`config.mk`:
```
export PLATFORM = sky130hd
export DESIGN_NAME = menu_mode_ctrl
export DESIGN_NICKNAME = d
export VERILOG_FILES = /design/src/rtl/menu_mode_ctrl.sv
export SDC_FILE = /design/constraint.sdc
export NUM_CORES = 1
export LEC_CHECK = 0
export BUFFER_PORTS_ARGS = -buffer_cell sky130_fd_sc_hd__buf_2
export CAP_MARGIN = 20
export CORE_UTILIZATION = 49
export CTS_CLUSTER_DIAMETER = 60
export DETAILED_ROUTE_END_ITERATION = 10
export PLACE_DENSITY = 0.72
export SLEW_MARGIN = 20
export SYNTH_ARGS = -nofsm -noshare
export SYNTH_HDL_FRONTEND = slang
export SYNTH_SLANG_ARGS = --single-unit
```
`constraint.sdc`:
```
create_clock -name iClock -period 2.32 [get_ports iClock]
set_clock_uncertainty 0.2 [all_clocks]
set_input_delay 0.116 -clock iClock [delete_from_list [all_inputs] [get_ports iClock]]
set_output_delay 0.116 -clock iClock [all_outputs]
set_load 0.01 [all_outputs]
```
`src/rtl/menu_mode_ctrl.sv`:
```
// Main-menu control path: picks a game from the user's choice on mode-button
// release, strobes its start, and holds its enable until done or a long quit press.
module menu_mode_ctrl #(
    parameter int NUM_GAMES = 2,
    parameter int SEL_W     = 2,
    parameter int QUIT_HOLD = 4
) (
    input  logic                 iClock,
    input  logic                 iResetn,
    input  logic                 iMode,
    input  logic                 iQuit,
    input  logic [SEL_W-1:0]     iUserChoice,
    input  logic                 iGameDone,
    output logic                 oMenu,
    output logic [NUM_GAMES-1:0] oGameEn,
    output logic                 oStart,
    output logic                 oReject,
    output logic [SEL_W-1:0]     oActiveGame,
    output logic [2:0]           oDbgState
);

    localparam int CW = $clog2(QUIT_HOLD) + 1;

    typedef enum logic [2:0] {
        S_MENU      = 3'd0,
        S_REJECT    = 3'd1,
        S_REJ_WAIT  = 3'd2,
        S_ARM       = 3'd3,
        S_LOAD      = 3'd4,
        S_RUN       = 3'd5,
        S_QUIT_WAIT = 3'd6
    } state_e;

    state_e                 state_q, state_d;
    logic [SEL_W-1:0]       choice_q, choice_d;
    logic [CW-1:0]          cnt_q, cnt_d;
    logic                   menu_d, start_d, reject_d;
    logic [NUM_GAMES-1:0]   en_d;
    logic                   choice_ok;

    assign choice_ok = (iUserChoice != '0) && (iUserChoice <= SEL_W'(NUM_GAMES));

    always_comb begin
        state_d  = state_q;
        choice_d = choice_q;
        cnt_d    = '0;
        case (state_q)
            S_MENU: begin
                if (iMode && choice_ok) begin
                    choice_d = iUserChoice;
                    state_d  = S_ARM;
                end else if (iMode) begin
                    state_d = S_REJECT;
                end
            end
            S_REJECT:    state_d = S_REJ_WAIT;
            S_REJ_WAIT:  if (!iMode) state_d = S_MENU;
            S_ARM:       if (!iMode) state_d = S_LOAD;
            S_LOAD:      state_d = S_RUN;
            S_RUN: begin
                // Done wins over a quit that completes in the same cycle.
                if (iGameDone) begin
                    state_d = S_MENU;
                end else if (iQuit) begin
                    if (cnt_q == CW'(QUIT_HOLD - 1)) begin
                        state_d = S_QUIT_WAIT;
                    end else if (cnt_q != {CW{1'b1}}) begin
                        cnt_d = cnt_q + 1'b1;
                    end else begin
                        cnt_d = cnt_q;
                    end
                end
            end
            S_QUIT_WAIT: if (!iQuit) state_d = S_MENU;
            default:     state_d = S_MENU;
        endcase
    end

    // Outputs are registered alongside the state they decode, so they stay Moore.
    always_comb begin
        menu_d   = !((state_d == S_LOAD) || (state_d == S_RUN));
        start_d  = (state_d == S_LOAD);
        reject_d = (state_d == S_REJECT);
        en_d     = '0;
        if (!menu_d) begin
            for (int i = 0; i < NUM_GAMES; i++) begin
                en_d[i] = (choice_d == SEL_W'(i + 1));
            end
        end
    end

    always_ff @(posedge iClock or negedge iResetn) begin
        if (!iResetn) begin
            state_q  <= S_MENU;
            choice_q <= '0;
            cnt_q    <= '0;
            oMenu    <= 1'b1;
            oGameEn  <= '0;
            oStart   <= 1'b0;
            oReject  <= 1'b0;
        end else begin
            state_q  <= state_d;
            choice_q <= choice_d;
            cnt_q    <= cnt_d;
            oMenu    <= menu_d;
            oGameEn  <= en_d;
            oStart   <= start_d;
            oReject  <= reject_d;
        end
    end

    assign oActiveGame = choice_q;
    assign oDbgState   = state_q;

endmodule

```
---- After elaboration in Yosys (flattened, before gate mapping) ----
Cells that the tools add are included.
cells by class
  $add $sub $neg .......................... 1
  magnitude comparators ................... 1
  equal/unequal tests ..................... 14
  muxes and demuxes ....................... 17
  reduce and logical (&&, ||, !) cells .... 6
operators by type and width
  kind                                                             count
  3-bit 2-to-1 mux                                                 13
  3-bit case mux with 7 select lines                               1
  3-bit == test, second input constant                             5
  3-bit by 2-bit == test with 1-bit output, second input constant  3
  3-bit by 1-bit == test with 1-bit output, second input constant  2
  2-bit 2-to-1 mux                                                 3
  5-bit != test, second input constant                             1
  3-bit by 1-bit adder with 3-bit output, second input constant    1
  3-bit logical NOT                                                1
  3-bit != test, second input constant                             1
  2-bit by 1-bit == test with 1-bit output, second input constant  1
  2-bit == test, second input constant                             1
  2-bit <= comparator, second input constant                       1
  1-bit logical AND                                                2
  2-bit nonzero test                                               1
  1-bit logical NOT                                                1
  1-bit logical OR                                                 1
storage, ports and cells
  bits in registers ....................... 13
  input port bits ......................... 7
  output and inout port bits .............. 10
  logic and storage cells ................. 46

---- Logic depth before layout (Yosys ltp) ----
  word-level depth ........................ 8
  depth in mapped cells ................... 5
  gate-level depth less buffers ........... 5

---- Worst setup path before layout ----
OpenSTA, ideal clock, no wires.
  kind .................................... flip-flop to flip-flop
  start ................................... register state_q[1], in the netlist oDbgState[1]
  end ..................................... register oGameEn[1]
  library setup time ...................... 95 ps
  arrival ................................. 1494 ps
  data required time ...................... 2025 ps
  path slack .............................. 531 ps
  cell stages (with the launch flop) ...... 6
  buffers on the path ..................... 1
  period minus slack after synthesis ...... 1789 ps
  path through ............................ dfrtp_1 > buf_4 > or4b_4 > o21ai_2 > a21oi_2 > nor4b_2
on the way
  elaborated cells on any way between the ends .. 22
  classes of those cells .................. eq/ne: 9; mux: 11; reduce/logical: 2
RTL lines
  item                    line  text
  from (decl)             34    state_e state_q, state_d;
  from (signal assigned)  102   state_q <= state_d;
  3-bit logical NOT       47    case (state_q)
  2-bit 2-to-1 mux        47
  via choice_d[0]         35    logic [SEL_W-1:0] choice_q, choice_d;
  2-bit == test           87    en_d[i] = (choice_d == SEL_W'(i + 1));
  2-bit 2-to-1 mux        85    if (!menu_d) begin
  via en_d[1]             38    logic [NUM_GAMES-1:0] en_d;
  to (signal assigned)    106   oGameEn <= en_d;
  to (decl)               15    output logic [NUM_GAMES-1:0] oGameEn,
The timed path passes the listed nets, and every way through them passes these cells.
A chain may end at the register's enable or synchronous reset.

---- Worst setup path after layout ----
  start ................................... register state_q[2], in the netlist oDbgState[2]
  end ..................................... register oGameEn[0]
on the way
  elaborated cells on any way between the ends .. 22
  classes of those cells .................. eq/ne: 9; mux: 11; reduce/logical: 2
RTL lines
  item                                      line
  3-bit logical NOT                         47
  2-bit 2-to-1 mux                          47
  via choice_d[1]                           35
  2-bit by 1-bit == test with 1-bit output  87
  2-bit 2-to-1 mux                          85
  via en_d[0]                               38
The timed path passes the listed nets, and every way through them passes these cells.

==> results.md <==
* Pins Over Slew Limit at 0
* Syn_area_per_cell at 12.0 µm²
* Mapped Nets at 61
* Final nets at 84
* Relative slew slack at 71.8%
* Post-DP Area at between 700 and 800 µm²
* Starting DRC count in detailed routing at 10
* Asr flop ratio synth at 100%
* Routed WL at 1.17 mm
* Port Buffers at 16
* Worst endpoint required time at 2290 ps
* Worst Max-Slew Pin Slew at 418 ps
* Drt first pass iters at 4
* FF-to-FF Start: oDbgState[2]
* Post-synthesis register bit count at 13
* Worst Path Class, Setup: flip-flop to flip-flop
* Clk slew on worst S/H paths at roughly 70 ps
* Drt via density at 5.48
* Post-DP HPWL at 863 µm
* Num Clock Sinks at 13
* Critical Path End Type: flip-flop
* Final period util at 79.5%
* Worst R2R End: oGameEn[0]
* Die width at 38.1 µm
* Core box area at 0.00116 mm²
* Max Cap Viol at 0
* Run status: complete, no violations
* Final Non-Filler Cells at 89
* Yosys warnings at 0
* H-tree depth at 1
* Wire per inst at approximately 13 µm
* Share of layout cells above drive strength 1 at 41.3%
* Pin count of the biggest net entering global routing at 14
* Ports at 17
* Worst Hold End: cnt_q[2]
* Worst Reg-to-Reg Cells at 4
* Setup WS post-layout at approximately 480 ps
* Initial Utilization at 55.2%
* Placement Setup Slack at 484 ps
* Post-CTS Setup Inserts at 0
* # DRC at 0
* First-pass GRT wire length at 1.90 mm
* Grt ovf at 0
* Final Instance Area at 785 µm²
* N_diodes at 0
* Flop-to-flop setup slack at 480 ps
* PostCTS Resize Cnt at 0
* Commonest non-fill, non-tap cell in the layout: buf_2
* CTS buffer count at 3
* Worst hold path stage count at 4
* Worst Path Arrival at 1810 ps
* Total GRT Usage at 19.5%
* Final Hold Fails at 0
* Synth Flop Type: dfrtp_1
* Dpl cells at 82
* Pwr Total at 0.755 mW
* Max frequency at 0.542 GHz
* Max Root-Sink Buffers at 2
* Synth Cell Area at 638 µm²
* Peak supply drop at just under 0.5 mV
* Worst setup SP type: flip-flop
* Critical Path Fanout Max at 10
* Setup-failing EPs final at 0
* Minimum clock period at 1840 ps
* CTS tree: done
* Root Driver: clkbuf_4
* Via count at roughly 490
* Antenna violations before repair at 0
* P&R area growth vs syn at 22.9%
* Die ar. at around 0.0015 mm²
* Pwr Density at 962 mW/mm²
* Routed Antenna Nets at 0
* Die height at 38.1 µm
* Placer Congestion at between 0.6 and 0.7
* Post-synthesis sequential area ratio at 51.2%
* Most frequent cells in the layout: buf_2 (16), dfrtp_1 (12), nand2_1 (4)
* Skew-Pair Late Insertion Delay at around 260 ps
* RSZ-0062 raised after global routing: no
* Mapped Cells at 53
* Filler cells at 96
* Post-synth EDFFs at 0
* Post-synth cell types at 31
* Number of global-route vias before repair at between 400 and 500
* FP Rows at 12
* Final setup TNS at 0 ps
* Lkg Pwr at 0.363 nW
* Worst Hold Class: input pin to flip-flop
* Hold wc startpoint: iGameDone
-- critical path, cell delays in order (launching register included) --
cell,delay [ps]
dfrtp_1,470
nor4b_1,460
a21boi_1,130
o22a_2,230
nor4b_1,260
-- Yosys cell counts, drive strengths merged, types with 2 or more instances --
library cell	n	share of area, %
nand2	4	2.4
dfrtp	12	47
nor2	3	1.8
nor4b	4	7.5
a21oi	4	3.7
inv	2	1.2
nor2b	2	2.0
-- routing by layer --
metal / routed length (µm) / global-route usage [%] / part of all wire [%] / vias to the layer above
met5: 0 / 0 / 0 / -
met4: 7 / 8.04 / 0.60 / 0
met3: 54 / 5.23 / 4.6 / 2
met2: 526 / 25.4 / 45 / 12
met1: 582 / 30.1 / 50 / 228
li1: - / - / - / 246
-- cells by family (layout without fill, tap and decap cells) --
family	after synthesis	in the layout	share of synthesized area, %
and+or+nand+nor	22	22	26.5
DFF	13	13	51.2
AOI/OAI and AO/OA	12	12	15.1
buffers and inverters	3	25	2.35
adders and majority gates	1	1	1.96
xor gates and xnor gates	1	1	1.37
muxes	1	1	1.57
-- how the worst max path moves through the flow --
stage                      start    endpoint  slack, ps  depth (start not counted)
finish              oDbgState[2]  oGameEn[0]        480                          4
global route        oDbgState[2]  oGameEn[0]        370                          4
CTS                 oDbgState[2]  oGameEn[0]        460                          4
detailed placement  oDbgState[2]  oGameEn[0]        480                          4
global placement    oDbgState[2]  oGameEn[1]        490                          4
floorplan           oDbgState[1]  oGameEn[1]        530                          5
-- area by class of cell --
| type | instances | area (µm²) | share of cell area [%] |
|---|---|---|---|
| sequential | 13 | 327 | 41.6 |
| timing repair buffer | 19 | 110 | 14.0 |
| tap | 14 | 17.5 | 2.23 |
| inverter | 2 | 7.51 | 0.957 |
| clock buffer | 4 | 26.3 | 3.35 |
| multi-input combinational | 37 | 297 | 37.8 |
-- repair_timing --
item / in CTS / in global routing
endpoints found under the hold margin: 19 / 0
hold buffers: 3 / 0
setup endpoints to repair: 0 / 0
-- state kept, by name, summed over array words and instances, names as in the netlist --
signal and flops:
oStart 1, oActiveGame 2, oMenu 1, oReject 1, oDbgState 3, cnt_q 3
oGameEn 2
-- power by group --
group	internal (mW)	switching (mW)
logic	0.136	0.141
clock network	0.0664	0.0640
registers	0.281	0.0663
total	0.484	0.271
-- through the flow --
| stage | util (%) | hold slack (ps) |
|---|---|---|
| 2_1_floorplan | - | -380 |
| 3_3_place_gp | 63.0 | -187 |
| 3_5_place_dp | 63.0 | -184 |
| 4_1_cts | 67.9 | 5.83 |
| 5_1_grt | 67.9 | 26.4 |
| 6_report | 67.9 | 10.3 |
Note: power is estimated with default switching activity, not from simulation.
